**src/rtl/data_memory_dumper_if.sv**
```systemverilog
// Memory read port plus byte-stream handshake between the dumper and its neighbours.
interface data_memory_dumper_if #(
  parameter int unsigned NB_ADDR = 32,
  parameter int unsigned NB_DATA = 32
);
  logic               i_start;
  logic               o_mem_read_en;
  logic [NB_ADDR-1:0] o_mem_addr;
  logic [NB_DATA-1:0] i_mem_read_data;
  logic [7:0]         o_tx_data;
  logic               o_tx_valid;
  logic               i_tx_ready;
  logic               o_busy;
  logic               o_done;

  // Dumper side
  modport master (
    input  i_start, i_mem_read_data, i_tx_ready,
    output o_mem_read_en, o_mem_addr, o_tx_data, o_tx_valid, o_busy, o_done
  );

  // Memory / transmitter / controller side
  modport slave (
    output i_start, i_mem_read_data, i_tx_ready,
    input  o_mem_read_en, o_mem_addr, o_tx_data, o_tx_valid, o_busy, o_done
  );
endinterface

```
**src/rtl/data_memory_dumper.sv**
```systemverilog
// Streams the whole data memory out as bytes, MSB first, after a start pulse.
module data_memory_dumper #(
  parameter int unsigned NB_ADDR = 32,
  parameter int unsigned NB_DATA = 32,
  parameter int unsigned N_WORDS = 32
) (
  input  logic i_clock,
  input  logic i_reset,
  data_memory_dumper_if.master bus
);

  localparam int unsigned NB_IDX = (N_WORDS > 1) ? $clog2(N_WORDS) : 1;
  localparam logic [NB_IDX-1:0] LAST_IDX = NB_IDX'(N_WORDS - 1);

  typedef enum logic [2:0] {
    IDLE    = 3'd0,
    READ    = 3'd1,
    CAPTURE = 3'd2,
    SEND    = 3'd3,
    DONE    = 3'd4
  } state_t;

  state_t             state;
  logic [NB_IDX-1:0]  word_idx;
  logic [1:0]         byte_cnt;
  logic [NB_DATA-1:0] shift;
  logic               read_en;
  logic               tx_valid;
  logic               busy;
  logic               done;

  // Address always follows word_idx; only the read strobe qualifies it
  assign bus.o_mem_addr    = NB_ADDR'({word_idx, 2'b00});
  assign bus.o_tx_data     = shift[NB_DATA-1 -: 8];
  assign bus.o_mem_read_en = read_en;
  assign bus.o_tx_valid    = tx_valid;
  assign bus.o_busy        = busy;
  assign bus.o_done        = done;

  // Sequencer: read word, capture it, shift out four bytes, repeat until the last word
  always_ff @(posedge i_clock or posedge i_reset) begin
    if (i_reset) begin
      state    <= IDLE;
      word_idx <= '0;
      byte_cnt <= '0;
      shift    <= '0;
      read_en  <= 1'b0;
      tx_valid <= 1'b0;
      busy     <= 1'b0;
      done     <= 1'b0;
    end else begin
      case (state)
        IDLE: begin
          if (bus.i_start) begin
            word_idx <= '0;
            byte_cnt <= '0;
            read_en  <= 1'b1;
            busy     <= 1'b1;
            state    <= READ;
          end
        end
        READ: begin
          read_en <= 1'b0;
          state   <= CAPTURE;
        end
        CAPTURE: begin
          shift    <= bus.i_mem_read_data;
          byte_cnt <= '0;
          tx_valid <= 1'b1;
          state    <= SEND;
        end
        SEND: begin
          if (bus.i_tx_ready) begin
            shift    <= shift << 8;
            byte_cnt <= byte_cnt + 2'd1;
            if (byte_cnt == 2'd3) begin
              tx_valid <= 1'b0;
              if (word_idx == LAST_IDX) begin
                done  <= 1'b1;
                state <= DONE;
              end else begin
                word_idx <= word_idx + NB_IDX'(1);
                read_en  <= 1'b1;
                state    <= READ;
              end
            end
          end
        end
        DONE: begin
          done  <= 1'b0;
          busy  <= 1'b0;
          state <= IDLE;
        end
        default: begin
          read_en  <= 1'b0;
          tx_valid <= 1'b0;
          busy     <= 1'b0;
          done     <= 1'b0;
          state    <= IDLE;
        end
      endcase
    end
  end

endmodule

```
**src/flat_wrapper.sv**
```systemverilog
// flat-port wrapper written by rule: the top's interface ports become plain ports
module data_memory_dumper_flat 
#(
  parameter int unsigned NB_ADDR = 32,
  parameter int unsigned NB_DATA = 32,
  parameter int unsigned N_WORDS = 32
)
  (i_clock, i_reset, bus_i_start, bus_i_mem_read_data, bus_i_tx_ready, bus_o_mem_read_en, bus_o_mem_addr, bus_o_tx_data, bus_o_tx_valid, bus_o_busy, bus_o_done);
  data_memory_dumper_if #(.NB_ADDR(NB_ADDR), .NB_DATA(NB_DATA)) bus_i ();
  input  logic i_clock;
  input  logic i_reset;
  input wire logic [$bits(bus_i.i_start)-1:0] bus_i_start;
  input wire logic [$bits(bus_i.i_mem_read_data)-1:0] bus_i_mem_read_data;
  input wire logic [$bits(bus_i.i_tx_ready)-1:0] bus_i_tx_ready;
  output wire logic [$bits(bus_i.o_mem_read_en)-1:0] bus_o_mem_read_en;
  output wire logic [$bits(bus_i.o_mem_addr)-1:0] bus_o_mem_addr;
  output wire logic [$bits(bus_i.o_tx_data)-1:0] bus_o_tx_data;
  output wire logic [$bits(bus_i.o_tx_valid)-1:0] bus_o_tx_valid;
  output wire logic [$bits(bus_i.o_busy)-1:0] bus_o_busy;
  output wire logic [$bits(bus_i.o_done)-1:0] bus_o_done;
  assign bus_i.i_start = bus_i_start;
  assign bus_i.i_mem_read_data = bus_i_mem_read_data;
  assign bus_i.i_tx_ready = bus_i_tx_ready;
  assign bus_o_mem_read_en = bus_i.o_mem_read_en;
  assign bus_o_mem_addr = bus_i.o_mem_addr;
  assign bus_o_tx_data = bus_i.o_tx_data;
  assign bus_o_tx_valid = bus_i.o_tx_valid;
  assign bus_o_busy = bus_i.o_busy;
  assign bus_o_done = bus_i.o_done;
  data_memory_dumper #(.NB_ADDR(NB_ADDR), .NB_DATA(NB_DATA), .N_WORDS(N_WORDS)) u_core (.i_clock(i_clock), .i_reset(i_reset), .bus(bus_i));
endmodule
```
**config.mk**
```make
export PLATFORM = sky130hd
export DESIGN_NAME = data_memory_dumper_flat
export DESIGN_NICKNAME = d
export VERILOG_FILES = /design/src/rtl/data_memory_dumper_if.sv /design/src/rtl/data_memory_dumper.sv /design/src/flat_wrapper.sv
export SDC_FILE = /design/constraint.sdc
export NUM_CORES = 1
export LEC_CHECK = 0
export ABC_AREA = 1
export CORE_MARGIN = 2
export CORE_UTILIZATION = 45
export CTS_BUF_LIST = sky130_fd_sc_hd__clkbuf_8
export DETAILED_ROUTE_END_ITERATION = 16
export HOLD_SLACK_MARGIN = 0.12
export PLACE_DENSITY = 0.78
export SYNTH_ARGS = -nofsm -noshare
export SYNTH_HDL_FRONTEND = slang
export SYNTH_SLANG_ARGS = --single-unit
```
**constraint.sdc**
```tcl
create_clock -name i_clock -period 2.5 [get_ports i_clock]
set_input_delay 0.5 -clock i_clock [delete_from_list [all_inputs] [get_ports i_clock]]
set_output_delay 0.5 -clock i_clock [all_outputs]
set_load 0.005 [all_outputs]
```
==> results.txt <==
Status -> complete, no violations
FF-to-FF setup slack -> 660 ps
Initial antenna violation count -> 0
Critical register-to-register path startpoint -> u_core.state[0]$_DFFE_PP0P_
Fin. Hold Viols -> 0
Fillers -> 495
CP delay by family, top -> simple AND/OR/NAND/NOR gates
Yosys reg bits -> 46
Worst-case clock buffer depth -> 2
Slew Limit Fails -> 0
Max_cap viols -> 0
FF+latch area -> 0.00115 mm^2
Final Cell Area -> 0.00300 mm^2
Post-synth top area share -> 0.467
Largest net degree at the start of global routing -> 35
DRC -> 0
GR Overflow Total -> 0
Maximum vdd drop -> 0.434 mV
DR WL/cell -> 11.5 um
WHS Path Cells -> 2
Fmax -> 544 MHz
Clk_lat worst skew -> 300 ps
Unique cell type count in the Yosys netlist -> 25
Met1 usage -> 0.212
Synth area leader -> dfrtp_1
Crit Path Max Fanout -> 34
Post-Syn Area -> 0.00247 mm^2
Vias in the first global route -> 1825
Static leakage -> 1.41 nW
RSZ-0062 raised after global routing -> false
Post-CTS resize count -> 0
Max_slew headroom -> 0.643
Cells along the critical path -> nand2_1 > nor2_4 > buf_4 > nand2_1 > nand2_1 > nor2_2 > nand2_1 > nand2_1
Chip Width -> 78.0 um
Tmin final -> 1840 ps
CP max stage cell -> dfrtp_1
DR vias -> 1976
Tightest Hold Check Type -> flop to flop
Minimum hold slack -> 480 ps
Worst Tran Pin Value -> 534 ps
Post-CTS Setup Bufs -> 0
Hold Crit Start -> u_core.bus.o_mem_read_en$_DFFE_PP0P_
Critical path class -> flop to flop
Prevailing post-synth register cell -> dfrtp_1
Layout cell share with drive strength beyond 1 -> 0.0605
Die area -> 0.00609 mm^2
Worst path bufs/invs -> 1
Syn avg cell area -> 8.11 um^2
Clk root buf -> clkbuf_8
Vias per inst -> 4.74
Setup TNS -> 0 ps
Clk slew on worst S/H paths -> 90 ps
Ant. Diodes -> 0
Multi-input gate area -> 967 um^2
Num CTS Buffers -> 5
CTS Sinks -> 46
Cell Area, Placed -> 0.00289 mm^2
Final setup viols -> 0
CP startpoint kind -> flop
Nets -> 385
Req. time, crit path -> 2690 ps
Die Ht -> 78.0 um
Final HPWL DP -> 3470 um
Post-synth EDFFs -> 0
Power per Cell Area -> 1110 mW/mm^2
Rows -> 26
Post-CTS Hold Buffers -> 0
Post-synthesis async set-or-reset flop share -> 1.00
Register area share after synthesis -> 0.467
Most frequent CP cell -> nand2_1
Reg2Reg Depth -> 8
CORE AREA -> 0.00520 mm^2
Post-synth top cells -> 69 x nand2_1, 46 x dfrtp_1, 37 x buf_4
Detailed Route WL -> 4780 um
All-Layer GR Usage -> 0.166
Arr. time, crit path -> 2030 ps
Fin Clk Skew -> 4.83 ps
CTS tree -> yes
Initial Util -> 0.474
First-pass GRT wire length -> 8000 um
Reg2reg end -> u_core.word_idx[2]$_DFFE_PP0P_
Synth-to-Final Area Change -> 21.8%
Hold path endpoint -> u_core.bus.o_mem_read_en$_DFFE_PP0P_
Final period utilization -> 0.735
Number of DRC markers in iteration 0 -> 105
Count leader, synth -> nand2_1
GP Congestion -> 0.896
CTS H-tree depth -> 2
DRT antenna net count -> 0
Worst setup EP type -> flop
Ports -> 80
Total power -> 0.00332 W
Synth top area cells -> dfrtp_1 47%, buf_4 11%, nand2_1 11%
Mapped Cells -> 304
Yosys Warn Count -> 0
Pre-antenna DRT Iters -> 4
CP peak stage delay -> 590 ps
Gr busiest metal -> met2
Met3 Use GR -> 0.0402
Global routing usage on met2 -> 0.266
Port-buffer cells -> 52
## layout make-up
| type | count | area share |
|---|---|---|
| clock inverters | 3 | 0.0138 |
| multi-input cells | 206 | 0.322 |
| inverters | 29 | 0.0362 |
| clock buffers | 5 | 0.0229 |
| well taps | 70 | 0.0292 |
| flip-flops and latches | 46 | 0.383 |
| repair buffers | 58 | 0.192 |
## cells by family after synthesis
logic type,after synthesis,synth area share
other,1,0.00152
buffers and inverters,78,0.181
adders and majority gates,3,0.0152
AOI/OAI and AO/OA,56,0.134
DFF,46,0.467
and+or+nand+nor,120,0.202
## stage by stage
step	util	std cells	setup WS, ps
6_report	0.577	417	663
5_1_grt	0.577	417	472
4_1_cts	0.577	417	677
3_5_place_dp	0.556	409	506
3_3_place_gp	0.556	409	528
2_1_floorplan	-	330	912
## worst min-delay path: stages, from the launching register on
cell and delay (ps):
dfrtp_1 350, nand2_1 60, nand2_1 50
## cell usage in the layout, fill, tap and decap left out
cell             instances
nand2_1                 69
clkdlybuf4s50_1         52
dfrtp_1                 46
inv_1                   28
nor2_1                  28
conb_1                  27
o21ai_0                 24
a31oi_1                 17
nand3_1                 15
o211ai_1                 7
a21oi_1                  5
clkbuf_8                 5
buf_4                    5
ha_1                     3
inv_2                    2
nand2_2                  2
o21ai_1                  2
a21oi_4                  1
nand3_2                  1
nor2_4                   1
nor2_2                   1
nor3b_1                  1
or2_0                    1
nor3_1                   1
bufinv_16                1
clkinvlp_4               1
buf_12                   1
## sequential cells by signal, summed over array words and instances (netlist names)
register                  flops
u_core.bus.o_tx_valid         1
u_core.bus.o_done             1
u_core.word_idx               5
u_core.shift                 32
u_core.bus.o_mem_read_en      1
u_core.state                  3
u_core.byte_cnt               2
u_core.bus.o_busy             1
## how the worst max path moves through the flow
stage	startpoint	end	slack, ps	depth (start not counted)
CTS	u_core.state[0]$_DFFE_PP0P_	u_core.word_idx[1]$_DFFE_PP0P_	680	8
global placement	bus_i_tx_ready	u_core.shift[19]$_DFFE_PP0P_	530	6
detailed placement	bus_i_tx_ready	u_core.shift[19]$_DFFE_PP0P_	510	6
finish	u_core.state[0]$_DFFE_PP0P_	u_core.word_idx[2]$_DFFE_PP0P_	660	8
floorplan	i_reset	u_core.bus.o_busy$_DFFE_PP0P_	910	1
global route	u_core.state[0]$_DFFE_PP0P_	u_core.word_idx[2]$_DFFE_PP0P_	470	8
## report_power, final
part,total [W],internal [W],switching [W]
Combinational,0.00151,0.000654,0.000856
Sequential,0.00127,0.00107,0.000200
Clock,0.000547,0.000294,0.000253
Total,0.00332,0.00202,0.00131
## per-layer routing
metal / wire length [um] / vias up
met5: 0 / -
met4: 105 / 0
met3: 321 / 10
met2: 2240 / 72
met1: 2120 / 896
li1: - / 998
(Power assumes the default switching activity.)
